### src/rtl/recv_ctrl_mc.sv
// Receive controller: round-robin accept of one packet per NUM_CH channels, then ACK-report, deliver and ACK-generate handshakes.
// Latency: accept at cycle T, first strobe (ack_rx_valid / dlv_valid / ack_tx_start) at T+2.
// Backpressure: pkt_ready only in IDLE; all channels stall until the packet's handshakes finish. `RECV_SEQ_CHECK_EN adds per-source in-order checking.
module recv_ctrl_mc #(
    parameter int NUM_CH        = 4,
    parameter int DFX_WIDTH     = 2,
    parameter int SEQ_NUM_WIDTH = 3,
    parameter int CH_W          = (NUM_CH > 1) ? $clog2(NUM_CH) : 1
) (
    input  logic                          clk,
    input  logic                          rst,
    input  logic [NUM_CH-1:0]             pkt_valid,
    input  logic [NUM_CH-1:0]             pkt_type,
    input  logic [NUM_CH*DFX_WIDTH-1:0]   pkt_src_dfx,
    input  logic [NUM_CH*DFX_WIDTH-1:0]   pkt_dst_dfx,
    input  logic [NUM_CH*SEQ_NUM_WIDTH-1:0] pkt_sn,
    input  logic [NUM_CH*SEQ_NUM_WIDTH-1:0] pkt_rn,
    output logic [NUM_CH-1:0]             pkt_ready,
    output logic                          ack_rx_valid,
    output logic [SEQ_NUM_WIDTH-1:0]      ack_rx_rn,
    output logic [DFX_WIDTH-1:0]          ack_rx_src_dfx,
    input  logic                          ack_rx_ready,
    output logic                          ack_tx_start,
    output logic [DFX_WIDTH-1:0]          ack_tx_src_dfx,
    output logic [DFX_WIDTH-1:0]          ack_tx_dst_dfx,
    output logic [SEQ_NUM_WIDTH-1:0]      ack_tx_rn,
    input  logic                          ack_tx_done,
    output logic                          dlv_valid,
    output logic [DFX_WIDTH-1:0]          dlv_src_dfx,
    output logic [CH_W-1:0]               dlv_ch,
    input  logic                          dlv_done
);

    typedef enum logic [2:0] {
        IDLE, PROCESS, DELIVER, ACK_START, ACK_WAIT, ACK_RX
    } state_t;

    typedef struct packed {
        logic                     is_ack;
        logic [DFX_WIDTH-1:0]     src;
        logic [DFX_WIDTH-1:0]     dst;
        logic [SEQ_NUM_WIDTH-1:0] sn;
        logic [SEQ_NUM_WIDTH-1:0] rn;
        logic [CH_W-1:0]          ch;
    } pkt_t;

    state_t                   state, state_nxt;
    pkt_t                     cap, gnt_pkt;
    logic [CH_W-1:0]          rr_ptr, gnt_idx, rr_nxt;
    logic                     gnt_found, accept, in_order;
    logic [SEQ_NUM_WIDTH-1:0] ack_rn, ack_rn_nxt;

    function automatic logic [CH_W-1:0] ch_wrap(input int base, input int off);
        int s;
        s = base + off;
        if (s >= NUM_CH) s = s - NUM_CH;
        return s[CH_W-1:0];
    endfunction

    // First requesting channel at or after rr_ptr wins
    always_comb begin
        gnt_found = 1'b0;
        gnt_idx   = '0;
        for (int i = 0; i < NUM_CH; i++) begin
            if (!gnt_found && pkt_valid[ch_wrap(int'(rr_ptr), i)]) begin
                gnt_found = 1'b1;
                gnt_idx   = ch_wrap(int'(rr_ptr), i);
            end
        end
    end

    always_comb begin
        gnt_pkt.is_ack = pkt_type[gnt_idx];
        gnt_pkt.src    = pkt_src_dfx[int'(gnt_idx)*DFX_WIDTH +: DFX_WIDTH];
        gnt_pkt.dst    = pkt_dst_dfx[int'(gnt_idx)*DFX_WIDTH +: DFX_WIDTH];
        gnt_pkt.sn     = pkt_sn[int'(gnt_idx)*SEQ_NUM_WIDTH +: SEQ_NUM_WIDTH];
        gnt_pkt.rn     = pkt_rn[int'(gnt_idx)*SEQ_NUM_WIDTH +: SEQ_NUM_WIDTH];
        gnt_pkt.ch     = gnt_idx;
    end

    assign rr_nxt = ch_wrap(int'(gnt_idx), 1);
    assign accept = (state == IDLE) && gnt_found;

    always_comb begin
        pkt_ready = '0;
        if (state == IDLE && !rst && gnt_found) pkt_ready[gnt_idx] = 1'b1;
    end

`ifdef RECV_SEQ_CHECK_EN
    logic [SEQ_NUM_WIDTH-1:0] expected_sn [2**DFX_WIDTH];

    assign in_order   = (cap.sn == expected_sn[cap.src]);
    assign ack_rn_nxt = in_order ? cap.sn + SEQ_NUM_WIDTH'(1) : expected_sn[cap.src];

    // Advance only once delivery is confirmed, so an aborted delivery is retried in order
    always_ff @(posedge clk) begin
        if (rst) begin
            for (int i = 0; i < 2**DFX_WIDTH; i++) expected_sn[i] <= '0;
        end else if (state == DELIVER && dlv_done) begin
            expected_sn[cap.src] <= expected_sn[cap.src] + SEQ_NUM_WIDTH'(1);
        end
    end
`else
    assign in_order   = 1'b1;
    assign ack_rn_nxt = cap.sn + SEQ_NUM_WIDTH'(1);
`endif

    always_ff @(posedge clk) begin
        if (rst) state <= IDLE;
        else     state <= state_nxt;
    end

    always_comb begin
        state_nxt    = state;
        ack_rx_valid = 1'b0;
        dlv_valid    = 1'b0;
        ack_tx_start = 1'b0;
        case (state)
            IDLE:      if (gnt_found) state_nxt = PROCESS;
            PROCESS: begin
                if (cap.is_ack)    state_nxt = ACK_RX;
                else if (in_order) state_nxt = DELIVER;
                else               state_nxt = ACK_START;
            end
            DELIVER: begin
                dlv_valid = 1'b1;
                if (dlv_done) state_nxt = ACK_START;
            end
            ACK_START: begin
                ack_tx_start = 1'b1;
                state_nxt    = ACK_WAIT;
            end
            ACK_WAIT:  if (ack_tx_done) state_nxt = IDLE;
            ACK_RX: begin
                ack_rx_valid = 1'b1;
                if (ack_rx_ready) state_nxt = IDLE;
            end
            default:   state_nxt = IDLE;
        endcase
    end

    always_ff @(posedge clk) begin
        if (rst) begin
            cap    <= '0;
            rr_ptr <= '0;
            ack_rn <= '0;
        end else begin
            if (accept) begin
                cap    <= gnt_pkt;
                rr_ptr <= rr_nxt;
            end
            if (state == PROCESS && !cap.is_ack) ack_rn <= ack_rn_nxt;
        end
    end

    assign ack_rx_rn      = cap.rn;
    assign ack_rx_src_dfx = cap.src;
    assign ack_tx_src_dfx = cap.dst;
    assign ack_tx_dst_dfx = cap.src;
    assign ack_tx_rn      = ack_rn;
    assign dlv_src_dfx    = cap.src;
    assign dlv_ch         = cap.ch;

endmodule

### config.mk
export PLATFORM = sky130hd
export DESIGN_NAME = recv_ctrl_mc
export DESIGN_NICKNAME = d
export VERILOG_FILES = /design/src/rtl/recv_ctrl_mc.sv
export SDC_FILE = /design/constraint.sdc
export NUM_CORES = 1
export LEC_CHECK = 0
export CAP_MARGIN = 20
export CORE_MARGIN = 1.5
export CORE_UTILIZATION = 35
export CTS_CLUSTER_DIAMETER = 60
export DETAILED_ROUTE_END_ITERATION = 8
export GPL_TIMING_DRIVEN = 0
export HOLD_SLACK_MARGIN = 0.08
export PLACE_DENSITY_LB_ADDON = 0.25
export SYNTH_ARGS = -nofsm -noshare
export SYNTH_HDL_FRONTEND = slang
export SYNTH_SLANG_ARGS = --single-unit
### constraint.sdc
create_clock -name clk -period 2.6 [get_ports clk]
set_input_delay 0.65 -clock clk [delete_from_list [all_inputs] [get_ports clk]]
set_output_delay 0.65 -clock clk [all_outputs]
set_load 0.1 [all_outputs]
Word-level counts from Yosys, hierarchy flattened
Index checks and enable logic that the tools add are counted.
{"block": "word_totals", "register_bits": 21, "inputBits": 53, "output_inout_bits": 23, "word_cells": 94}
{"block": "classes", "n_addsub": 10, "n_mul": 1, "order_cmp": 11, "n_eq_ne": 9, "shift": 4, "n_mux": 35, "reduce_logical": 15}
{"op": "12-bit by 32-bit variable part select with 3-bit output", "n": 1}
{"op": "2-bit two-way mux", "n": 9}
{"op": "3-bit case mux with 6 select lines", "n": 1}
{"op": "8-bit by 4-bit variable part select with 2-bit output", "n": 2}
{"op": "2-bit by 3-bit < comparator with 1-bit output (second input constant)", "n": 5}
{"op": "3-bit two-way mux", "n": 5}
{"op": "1-bit two-way mux", "n": 13}
{"op": "3-bit >= comparator (second input constant)", "n": 4}
{"op": "12-bit by 5-bit variable part select with 3-bit output", "n": 1}
{"op": "1-bit binary-select mux with 2-bit select", "n": 5}
{"op": "2-bit by 1-bit subtractor with 2-bit output (second input constant)", "n": 5}
{"op": "1-bit logical AND", "n": 8}
{"op": "2-bit inequality test (second input constant)", "n": 4}
{"op": "2-bit by 1-bit adder with 3-bit output (second input constant)", "n": 2}
{"op": "2-bit by 2-bit adder with 3-bit output (second input constant)", "n": 2}
{"op": "3-bit by 2-bit == test with 1-bit output (second input constant)", "n": 2}
{"op": "3-bit == test (second input constant)", "n": 2}
{"op": "1-bit zero test", "n": 5}
{"op": "2-bit by 2-bit multiplier with 4-bit output (second input constant)", "n": 1}
{"op": "4-bit two-way mux", "n": 1}
{"op": "4-bit AND reduction", "n": 1}
{"op": "3-bit by 1-bit adder with 3-bit output (second input constant)", "n": 1}
{"op": "3-bit by 1-bit == test with 1-bit output (second input constant)", "n": 1}
{"op": "2-bit by 3-bit >= comparator with 1-bit output (second input constant)", "n": 1}
{"op": "other kinds (3)", "n": 3}

Logic depth before layout (Yosys ltp)
{"block": "logic_depth", "depth_word": 19, "depth_mapped": 7, "depth_no_buf": 5}

Least setup slack after synthesis
OpenSTA, ideal clock, no wires.
{"block": "synth_timing", "path_type": "input port to output port", "startpoint": "input pkt_valid[0]", "endpoint": "output pkt_ready[0]", "arrival_time_ns": 4.287, "slack_ns": -2.337, "cell_stages": 5, "path_buffers": 2, "cell_sequence": "nor4_1 -> or4_1 -> buf_6 -> clkbuf_1 -> nor4_1"}
{"block": "synth_between", "elab_chain_len": 17, "elab_cells_between_ends": 29, "classes_between": "order compare: 2; mux: 19; reduce/logical: 8"}
{"element": "start, declared", "line": "12", "text": "input logic [NUM_CH-1:0] pkt_valid,"}
{"element": "1-bit binary-select mux with 2-bit select", "line": "65", "text": "if (!gnt_found && pkt_valid[ch_wrap(int'(rr_ptr), i)]) begin"}
{"element": "1-bit two-way mux (implied by the code)", "line": "65"}
{"element": "1-bit two-way mux", "line": "65"}
{"element": "1-bit zero test", "line": "65"}
{"element": "1-bit logical AND", "line": "65"}
{"element": "1-bit two-way mux", "line": "65"}
{"element": "1-bit zero test", "line": "65"}
{"element": "1-bit logical AND", "line": "65"}
{"element": "1-bit two-way mux", "line": "65"}
{"element": "1-bit zero test", "line": "65"}
{"element": "1-bit logical AND", "line": "65"}
{"element": "2-bit two-way mux", "line": "65"}
{"element": "2-bit by 3-bit < comparator with 1-bit output (implied by the code) / 2-bit by 1-bit >= comparator with 1-bit output (equally long branches)", "line": "86", "text": "if (state == IDLE && !rst && gnt_found) pkt_ready[gnt_idx] = 1'b1;"}
{"element": "1-bit logical AND (implied by the code)", "line": "86"}
{"element": "1-bit two-way mux (implied by the code)", "line": "86"}
{"element": "1-bit demux with 2-bit select", "line": "86"}
{"element": "4-bit two-way mux (*)", "line": "86"}
{"element": "end, declared", "line": "18", "text": "output logic [NUM_CH-1:0] pkt_ready,"}
Every way passes the cells marked *; elsewhere a longest branch is shown, timed or not. The select of a mux whose other input is x is not followed.

Worst setup path in the final report
{"block": "layout_timing", "startpoint": "input pkt_valid[0]", "endpoint": "output pkt_ready[2]"}
The elaborated chain is that of the path after synthesis.

==> metrics <==
Slew @ Worst Pin 0.984 ns; met3 usage 3.07%; synth warn 0; final setup fails 0; RR Endpoint ack_rx_rn[0]$_SDFFE_PP0P_; Starting Density 37.0%; busiest grt layer met2; first drt pass iteration count 4; clock sink count 21; DR DRC count 0; Layout Utilization 64.8%; ANT nets after route 0; largest net degree at the start of global routing 12; IO Port Bufs 75; Setup crit end kind primary output; die area 4350 um2; synth unique cells 36; Yosys reg bits 21; Crit Path Max Fanout 5; Worst EP arrival 1.95 ns; final hold viol count 0; Max Cap Viol 0; core area between 3000 and 4000 um2; Synth Cell Area approximately 1400 um2; Tot GR Track Use around 17%; fin crit period 2.60 ns; Detailed Route WL 3.83 mm; Total Power 3.20 mW; Iteration-0 DRC Markers 39; setup TNS 0 ns; Final Skew 0.00258 ns; Worst EP required 1.95 ns; Die Y 65.9 um; crit path from pkt_valid[0]; Pins Over Slew Limit 0; CTS max path bufs 2; register area 422 um2; Min-Delay Path Class reg2reg; Reg2Reg Launch Point state[0]$_SDFFE_PP0P_; Die W 65.9 um; area of the multi-input gates 846 um2; fillers 341; row count 22; final net count just under 300; clk slew on worst S/H paths 0.08 ns; Worst Setup EP pkt_ready[2]; total power density per cell area 1320 nW/um2; global-route wire length before repair ~5.8 mm; initial antenna violation count 0; diodes inserted 0; GR Util met1 23.2%; GP Congestion 0.739; Seq/Total Area, Yosys 30.3%; FF-to-FF setup slack 0.67 ns; Global Route met2 Usage 27.8%; Synth Net Count just over 200; Top-Level Pins 76; RSZ-0062 raised after global routing true; Slew headroom 34.2%; Max Freq 385 MHz; leakage power 0.957 nW; CTS Buf Count 3; TritonCTS clock tree yes; fin crit share 99.9%; share of layout cells above drive strength 1 23.9%; VDD IR-drop max 907 uV; vias in the first global route ~1,300; Critical Path Source Type primary input; Cells after Synth about 150; CTS H-tree lvls 1; Hold-fix buffers, CTS 0; Crit Path Category in2out; GRT overflow 0; Avg Inst Size Synth 9.37 um2; DR vias/cell 4.96; Clock Latency Late Sink roughly 0.26 ns; status finished, final reports clean; per-cell routed wire length 13.6 um; dpl hpwl 2.84 mm; WHS about 0.46 ns; Register-to-Register Path Depth 8; Syn-to-layout area delta 75.0%; CTS Root Cell clkbuf_8; DR vias 1,399
==> metrics by stage <==
step / instances / area (um2) / worst slack [ns]
2_1_floorplan: 148 / 1470 / -0.601
3_3_place_gp: 271 / 2280 / -1.60
3_5_place_dp: 271 / 2280 / -1.60
4_1_cts: 280 / 2410 / -0.0744
5_1_grt: 282 / 2430 / -0.0401
6_report: 282 / 2430 / 0.00345
==> worst min path at each step <==
stage / start / end / depth (start not counted)
after floorplan: dlv_ch[1]$_SDFFE_PP0P_ / dlv_ch[1]$_SDFFE_PP0P_ / 2
final: dlv_ch[1]$_SDFFE_PP0P_ / dlv_ch[1]$_SDFFE_PP0P_ / 2
after detailed placement: dlv_ch[1]$_SDFFE_PP0P_ / dlv_ch[1]$_SDFFE_PP0P_ / 2
after global placement: dlv_ch[1]$_SDFFE_PP0P_ / dlv_ch[1]$_SDFFE_PP0P_ / 2
after global routing: dlv_ch[1]$_SDFFE_PP0P_ / dlv_ch[1]$_SDFFE_PP0P_ / 2
after CTS: dlv_ch[1]$_SDFFE_PP0P_ / dlv_ch[1]$_SDFFE_PP0P_ / 2
==> logic make-up (layout without fill, tap and decap cells) <==
| kind of cell | count (synthesis) | after routing | share of synthesized area (%) |
|---|---|---|---|
| XOR/XNOR | 2 | 2 | 1.26 |
| multiplexers | 25 | 25 | 18.1 |
| buffers and inverters | 26 | 112 | 13.6 |
| AO/OA/AOI/OAI | 29 | 29 | 15.4 |
| adder cells (fa/ha/maj) | 1 | 1 | 0.902 |
| AND/OR/NAND/NOR | 44 | 44 | 20.3 |
| flip-flops | 21 | 21 | 30.3 |
==> repair_timing <==
action,CTS,global route
pin swaps,3,3
endpoints found under the setup margin,7,5
cloned,0,0
gates resized for setup,70,4
setup buffers,5,2
==> state kept, by name, indices dropped and copies added, names as in the netlist <==
register,cells
dlv_ch,2
ack_tx_src_dfx,2
state,3
ack_tx_rn,3
cap,4
ack_rx_src_dfx,2
rr_ptr,2
ack_rx_rn,3
==> layer usage <==
layer  vias up  part of all wire, %
li1        714                    -
met1       642                   46
met2        41                   48
met3         2                  5.3
met4         0                 0.60
met5         -                    0
==> cells in the final DEF (no fill, tap or decap), types with 3 or more instances in the layout <==
master,count
nor3_1,3
o221ai_1,11
nand3b_1,10
clkdlybuf4s50_1,63
inv_1,3
a211oi_1,3
nor4_4,3
mux2i_1,24
buf_6,6
clkbuf_8,3
o22ai_1,3
nor2_1,7
buf_8,5
buf_4,20
dfxtp_1,20
a21oi_1,7
nand2_1,4
clkbuf_1,3
==> power breakdown <==
part,switching (mW),internal (mW)
logic,1.52,0.887
clock network,0.108,0.109
registers,0.107,0.467
==> Yosys cell counts <==
cell type / count / area share, %
nor2_1: 7 / 1.9
clkbuf_1: 4 / 1.1
nand2_1: 4 / 1.1
o22a_2: 1 / 0.72
a31oi_1: 1 / 0.45
nor2b_1: 1 / 0.45
nand2b_1: 2 / 0.90
buf_8: 1 / 1.1
buf_6: 4 / 3.2
xnor2_1: 2 / 1.3
and2_1: 1 / 0.45
or4_1: 1 / 0.54
o21ai_0: 1 / 0.36
a21oi_1: 7 / 2.5
a211oi_1: 3 / 1.6
o21a_1: 1 / 0.54
nor2_4: 1 / 0.81
or3_1: 2 / 0.90
ha_1: 1 / 0.90
o22ai_1: 3 / 1.4
nor3b_1: 3 / 1.6
o221ai_1: 11 / 6.9
nor2_8: 1 / 1.4
nor4_1: 4 / 1.8
buf_4: 13 / 7.0
dfxtp_1: 21 / 30
and2b_1: 1 / 0.54
nor3_1: 3 / 1.1
a211oi_2: 1 / 0.90
buf_2: 1 / 0.36
nand2_2: 1 / 0.45
inv_1: 3 / 0.81
and3_1: 2 / 0.90
mux2_2: 1 / 0.81
nand3b_1: 10 / 5.4
mux2i_1: 24 / 17
==> final cells by class <==
type                       instances  share of cell area (%)
sequential                        21                    17.4
inverter                           3                   0.464
timing repair buffer              82                    34.6
tap                               48                    2.48
clock buffer                       4                    1.86
multi-input combinational        101                    34.9
buffer                            23                    8.35
==> critical path, stage by stage <==
cell	delay (ns)
buf_8	0.09
nor4_4	0.05
or4_4	0.41
buf_6	0.14
clkbuf_16	0.14
nor4_4	0.21
buf_6	0.26
No activity file was read; power rests on OpenSTA's default activity.
